**config.mk**
```make
export PLATFORM = sky130hd
export DESIGN_NAME = ysyx_cdb_arb
export DESIGN_NICKNAME = d
export VERILOG_FILES = /design/src/rtl/ysyx_cdb_arb_pkg.sv /design/src/rtl/ysyx_rr_pick.sv /design/src/rtl/ysyx_cdb_arb.sv
export SDC_FILE = /design/constraint.sdc
export NUM_CORES = 1
export LEC_CHECK = 0
export CAP_MARGIN = 20
export CORE_AREA = 5 5 134 136
export CTS_BUF_LIST = sky130_fd_sc_hd__clkbuf_8
export CTS_CLUSTER_DIAMETER = 100
export DETAILED_ROUTE_END_ITERATION = 10
export DIE_AREA = 0 0 139 141
export PLACE_DENSITY = 0.7
export SLEW_MARGIN = 20
export SYNTH_ARGS = -nofsm -noshare
export SYNTH_HDL_FRONTEND = slang
export SYNTH_SLANG_ARGS = --single-unit
```
**constraint.sdc**
```tcl
create_clock -name clock -period 3.67 [get_ports clock]
set_clock_uncertainty 0.15 [all_clocks]
set_input_delay 0.5505 -clock clock [delete_from_list [all_inputs] [get_ports clock]]
set_output_delay 0.5505 -clock clock [all_outputs]
set_load 0.02 [all_outputs]
```
**src/rtl/ysyx_cdb_arb_pkg.sv**
```systemverilog
// Shared constants for the CDB arbiter slice.
// Requester indices and the ROB tag width derivation.
package ysyx_cdb_arb_pkg;

  localparam int REQ_ALU = 0;
  localparam int REQ_LSU = 1;
  localparam int REQ_SYS = 2;

  localparam int YSYX_ROB_SIZE = 8;

  // Tag carries one extra bit beyond the ROB index (wrap bit).
  function automatic int calc_dw(input int rob_size);
    return $clog2(rob_size) + 1;
  endfunction

  localparam int YSYX_DW = calc_dw(YSYX_ROB_SIZE);

endpackage

```
**src/rtl/ysyx_rr_pick.sv**
```systemverilog
// Rotate-priority one-hot picker.
// Scans from i_ptr upward, wrapping at N.
module ysyx_rr_pick #(
  parameter int N  = 3,
  parameter int PW = $clog2(N)
) (
  input  logic [N-1:0]  i_req,
  input  logic [PW-1:0] i_ptr,
  output logic [N-1:0]  o_gnt,
  output logic [PW-1:0] o_idx,
  output logic          o_any
);

  int w_j;

  always_comb begin
    o_gnt = '0;
    o_idx = '0;
    o_any = 1'b0;
    w_j   = 0;
    for (int k = 0; k < N; k++) begin
      w_j = int'(i_ptr) + k;
      if (w_j >= N) w_j = w_j - N;
      if (!o_any && i_req[w_j]) begin
        o_any      = 1'b1;
        o_gnt[w_j] = 1'b1;
        o_idx      = PW'(w_j);
      end
    end
  end

endmodule

```
**src/rtl/ysyx_cdb_arb.sv**
```systemverilog
// Round-robin arbiter driving the common data bus.
// One grant per cycle into a single output register.
module ysyx_cdb_arb
  import ysyx_cdb_arb_pkg::*;
#(
  parameter int N_REQ    = 3,
  parameter int XLEN     = 32,
  parameter int ROB_SIZE = YSYX_ROB_SIZE,
  parameter int MW       = 48,
  parameter int DW       = calc_dw(ROB_SIZE),
  parameter int PW       = $clog2(N_REQ)
) (
  input  logic                  clock,
  input  logic                  reset,
  input  logic                  flush,
  input  logic [N_REQ-1:0]      req_valid,
  output logic [N_REQ-1:0]      req_ready,
  input  logic [N_REQ*DW-1:0]   req_dest,
  input  logic [N_REQ*XLEN-1:0] req_result,
  input  logic [N_REQ*MW-1:0]   req_meta,
  output logic                  cdb_valid,
  input  logic                  cdb_ready,
  output logic [DW-1:0]         cdb_dest,
  output logic [XLEN-1:0]       cdb_result,
  output logic [MW-1:0]         cdb_meta,
  output logic [PW-1:0]         cdb_src
);

  logic [PW-1:0]    r_ptr;
  logic             r_valid;
  logic [DW-1:0]    r_dest;
  logic [XLEN-1:0]  r_result;
  logic [MW-1:0]    r_meta;
  logic [PW-1:0]    r_src;

  logic [N_REQ-1:0] w_gnt;
  logic [PW-1:0]    w_idx;
  logic             w_any;
  logic             w_can_acc;
  logic             w_en;
  logic             w_take;
  logic [PW-1:0]    w_ptr_nxt;
  logic [DW-1:0]    w_dest;
  logic [XLEN-1:0]  w_result;
  logic [MW-1:0]    w_meta;

  ysyx_rr_pick #(
    .N  (N_REQ),
    .PW (PW)
  ) u_pick (
    .i_req (req_valid),
    .i_ptr (r_ptr),
    .o_gnt (w_gnt),
    .o_idx (w_idx),
    .o_any (w_any)
  );

  assign w_can_acc = !r_valid | cdb_ready;
  assign w_en      = w_can_acc & !flush;
  assign w_take    = w_en & w_any;
  assign req_ready = w_en ? w_gnt : '0;

  // Explicit wrap so non-power-of-two N_REQ never holds ptr=N_REQ.
  assign w_ptr_nxt = (w_idx == PW'(N_REQ-1))
                   ? '0 : w_idx + 1'b1;

  always_comb begin
    w_dest   = '0;
    w_result = '0;
    w_meta   = '0;
    for (int i = 0; i < N_REQ; i++) begin
      if (w_gnt[i]) begin
        w_dest   = req_dest[i*DW +: DW];
        w_result = req_result[i*XLEN +: XLEN];
        w_meta   = req_meta[i*MW +: MW];
      end
    end
  end

  always_ff @(posedge clock) begin
    if (reset) begin
      r_ptr    <= '0;
      r_valid  <= 1'b0;
      r_dest   <= '0;
      r_result <= '0;
      r_meta   <= '0;
      r_src    <= '0;
    end else if (flush) begin
      r_valid <= 1'b0;
    end else if (w_can_acc) begin
      r_valid <= w_any;
      if (w_take) begin
        r_dest   <= w_dest;
        r_result <= w_result;
        r_meta   <= w_meta;
        r_src    <= w_idx;
        r_ptr    <= w_ptr_nxt;
      end
    end
  end

  assign cdb_valid  = r_valid;
  assign cdb_dest   = r_dest;
  assign cdb_result = r_result;
  assign cdb_meta   = r_meta;
  assign cdb_src    = r_src;

endmodule

```
; ---- Yosys cells after proc, flatten, opt, wreduce, memory -nomap -nowiden
; Index checks and enable logic that the tools add are counted.
[op_classes]
add_sub_neg = 6
magnitude_cmp = 9
eq_ne = 1
n_mux = 38
n_bitwise = 6
n_reduce_logical = 11
[ops]
columns = operator, count
row1 = $mux 32, 6
row2 = $mux 48, 3
row3 = $ge 32x1->1 const B, 3
row4 = $lt 32x4->1 const B, 3
row5 = $ge 32x3->1 const B, 2
row6 = $sub 32x3->32 const B, 2
row7 = $mux 1, 12
row8 = $mux 3, 4
row9 = $mux 4, 3
row10 = $mux 2, 4
row11 = $bmux 1 s2, 3
row12 = $demux 1 s2, 3
row13 = $or 3x3->3, 2
row14 = $logic_and 1x1->1, 5
row15 = $logic_not 1->1, 4
row16 = $add 2x1->3 const B, 1
row17 = $add 2x2->3 const B, 1
row18 = $reduce_and 3->1, 1
row19 = $sub 2x2->3 const B, 1
row20 = $add 2x1->2 const B, 1
row21 = $and 1x1->1, 2
row22 = $eq 2x2->1 const B, 1
row23 = $ge 2x2->1 const B, 1
row24 = $reduce_or 2->1, 1
row25 = other kinds (2), 2
[word_totals]
register_bits = 89
in_bits = 259
wordCells = 77

; ---- Depth between registers and ports, before layout
[depth]
word_depth = 15
ltp_mapped = 12
ltp_nobuf = 8

; ---- Hierarchy
; From an unflattened synthesis, not the netlist that was laid out.
[unflattened]
hier_cells = 475
area_unflattened_um2 = 4883.4
[by_module_without_submodules]
columns = module, n_inst, cells_per_inst, area_per_inst_um2, seq_area_each_um2
row1 = ysyx_cdb_arb, 1, 423, 4501.8, 1781.7
row2 = ysyx_rr_pick, 1, 52, 381.6, 0.0

; ---- Worst setup path after synthesis
; No wires, ideal clock.
[synth_timing]
path_type = flip-flop to output port
start = reg r_ptr[0]
end = out req_ready[1]
arrival_time_ns = 2.344
required_ns = 2.969
path_slack_ns = 0.626
path_stages_with_launch = 10
n_path_buf = 4
path_cell_list = dfxtp_1 > inv_1 > ha_1 > clkbuf_1 > or4b_1 > a21o_1 > buf_2 > buf_2 > buf_2 > a21oi_1
[synth_via]
elab_chain_len = 13
elab_cells_between_ends = 47
[synth_rtl]
columns = item, line_no
row1 = from (decl), ysyx_cdb_arb.sv:29  ; logic [PW-1:0] r_ptr;
row2 = from (signal assigned), ysyx_cdb_arb.sv:97  ; r_ptr <= w_ptr_nxt;
row3 = "parallel branches: the longest is 11 deep, another holds $sub 32x3->32", -
row4 = $mux 3 (*), ysyx_rr_pick.sv:24  ; if (!o_any && i_req[w_j]) begin
row5 = $mux 3 (*), ysyx_cdb_arb.sv:61  ; assign req_ready = w_en ? w_gnt : '0;
row6 = to (decl), ysyx_cdb_arb.sv:17  ; output logic [N_REQ-1:0] req_ready,
; Every way passes the cells marked *. The select of a mux whose other input is x is not followed.

; ---- Worst setup path in the final report
[layout_timing]
start = reg r_ptr[1]
end = out req_ready[0]
; Same word-level chain as after synthesis.

==> metrics.txt <==
post-route setup TNS=0 ns; WS Path Type=register to output port; Reg clk slew, reported paths=0.10 ns; hold crit path type=register to register; chip height=141 um; Tmin final=3.485 ns; Max-cap violations=0; Core ar.=0.01682 mm^2; TritonCTS Sinks=89; drt wl/cell=20.79 um; Die Area=0.01960 mm^2; die outline width=139 um; largest net degree at the start of global routing=89; Buf+Inv Stages, Crit Path=2; Worst-Margin Slew=1.034 ns; fill cell count=1567; power density over cell area=528.2 mW/mm^2; starting density of the core=0.2914; TritonCTS Buffers=9; share of layout cells above drive strength 1=0.04839; antenna violation net count after detailed routing=0; sequential cell area=0.001782 mm^2; global-route usage over all layers=0.2170; Remaining DRCs=0; DRT iter0 DRCs=356; Synth Net Count=831; postcts setup bufs=0; Overflow after GRT=0; Top Family by Delay on Critical Path=compound AO/OA/AOI/OAI gates; top cell type by total area after synthesis=dfxtp_1; Layout Nets=1126; Synth top area share=0.3635; Async S/R FF share, synth=0; Synth area leaders=dfxtp_1 36%, a2bb2oi_1 15%, a22oi_1 13%; RSZ-0062 raised after global routing=false; # port buffers=348; Static Leak=3.126 nW; Mapped Cells=568; Critical-path top delay cell=clkdlybuf4s50_1; Clk Tree Root Cell=clkbuf_8; DP HPWL=15.41 mm; status=completed; DR vias=6093; Synth Warn #=0; critical path peak fanout=10; gpl congestion=0.8945; final setup fails=0; antenna violations before repair=2; CP peak stage delay=0.56 ns; Overall Power=4.588 mW; pre-CTS WS=0.2555 ns; DR pass1 iterations=5; Max Transition Viols Final=0; EDFF count, synth=0; Startpoint Class=register; first-pass GRT wire length=34.37 mm; Worst VDD drop=0.4623 mV; Cell Area, Synth=0.004901 mm^2; IO Count=349; CP required=2.97 ns; final hold slack=0.3274 ns; worst skew pair latency=0.37 ns; part of the cycle the worst path needs=0.9496; utilization after layout=0.5165; syn_area_per_cell=8.628 um^2; CTS max path bufs=2; multi-input logic area=0.002748 mm^2; vias in the first global route=6002; # H-tree levels=3; sequential-to-total area share from yosys stat=0.3635; P&R area growth vs syn=77.23%; Seq cells post-synth=89; Max Fclk=287.0 MHz; crit path DAT=2.78 ns; critical path cell sequence=inv_1 -> ha_2 -> mux2i_1 -> o21ai_2 -> a221o_1 -> a22oi_2 -> nor2_1 -> clkdlybuf4s50_1; post-route setup slack=0.1851 ns; Rows=48; routed wire length=22.75 mm; Rel. slew slack=0.3108; via/cell ratio=5.569; Netlist cell types=38; CTS tree=done; Hold Violations, Final=0; Primary FF master, synth=dfxtp_1; Setup crit end kind=output port
[worst paths after layout]
check | from | end | slack (ns) | cells after the start
setup reg to reg | r_ptr[0] | cdb_meta[19] | 0.58 | 9
setup / recovery | r_ptr[1] | req_ready[0] | 0.19 | 8
hold reg to reg | cdb_src[0] | cdb_src[0] | 0.33 | 1
hold / removal | cdb_src[0] | cdb_src[0] | 0.33 | 1
[cells in the mapped netlist, drive strengths merged (4+ instances only)]
library cell / count
dfxtp: 89
nand3: 86
a22oi: 85
a2bb2oi: 84
o22ai: 84
clkbuf: 44
buf: 34
nand2: 7
nor2: 7
a21oi: 5
inv: 5
nand2b: 5
ha: 4
nor3: 4
o21ai: 4
[area by class of cell]
cell class,count,share of cell area
diodes,1,0.0002881
well taps,225,0.03241
clock inverters,6,0.007779
multi-input cells,396,0.3163
clock buffers,10,0.01585
repair buffers,362,0.4201
inverters,5,0.002161
flip-flops and latches,89,0.2051
[routing by layer]
layer  track usage  vias to the layer above  part of all wire  wire length, um
met5             0                        -           0.00057               13
met4       0.08187                        2             0.026              591
met3       0.07056                       33             0.099             2253
met2        0.3488                      315              0.47            10710
met1        0.2723                     2880              0.40             9175
li1              -                     2863                 -                -
[power by group]
group	total [mW]	internal [mW]	switching, mW
logic	2.59	1.30	1.30
registers	1.27	1.16	0.104
clock network	0.727	0.335	0.392
[metrics by stage]
step                instances  area (um^2)
floorplan                 568         4901
global placement         1077         8473
detailed placement       1077         8473
CTS                      1093         8678
global route             1094         8686
finish                   1094         8686
[flip-flops by register name, summed over array words and instances (netlist names)]
name	count
cdb_dest	4
cdb_meta	48
cdb_result	32
cdb_src	2
cdb_valid	1
r_ptr	2
[placed cells by master (no fill, tap or decap), types with 7 or more instances in the layout]
| cell | count |
|---|---|
| clkdlybuf4s50_1 | 346 |
| dfxtp_1 | 89 |
| nand3_1 | 86 |
| a2bb2oi_1 | 84 |
| a22oi_1 | 84 |
| o22ai_1 | 84 |
| clkbuf_8 | 10 |
| buf_4 | 9 |
| nor2_1 | 7 |
[kinds of logic (layout without fill, tap and decap cells)]
| kind of cell | count (synthesis) | count (layout) | share of synthesized area |
|---|---|---|---|
| buf+inv | 83 | 383 | 0.08374 |
| other cells | 0 | 1 | 0 |
| fa+ha+maj | 4 | 4 | 0.01021 |
| simple gates | 118 | 118 | 0.1241 |
| compound gates | 272 | 272 | 0.4143 |
| flops | 89 | 89 | 0.3635 |
| mux | 2 | 2 | 0.004085 |
[timing repair]
| item | CTS | global route |
|---|---|---|
| endpoints found under the setup margin | 0 | 2 |
| endpoints found under the hold margin | 0 | 0 |
| hold buffers | 0 | 0 |
| gates resized for setup | 0 | 2 |
No activity file was read; power rests on OpenSTA's default activity.
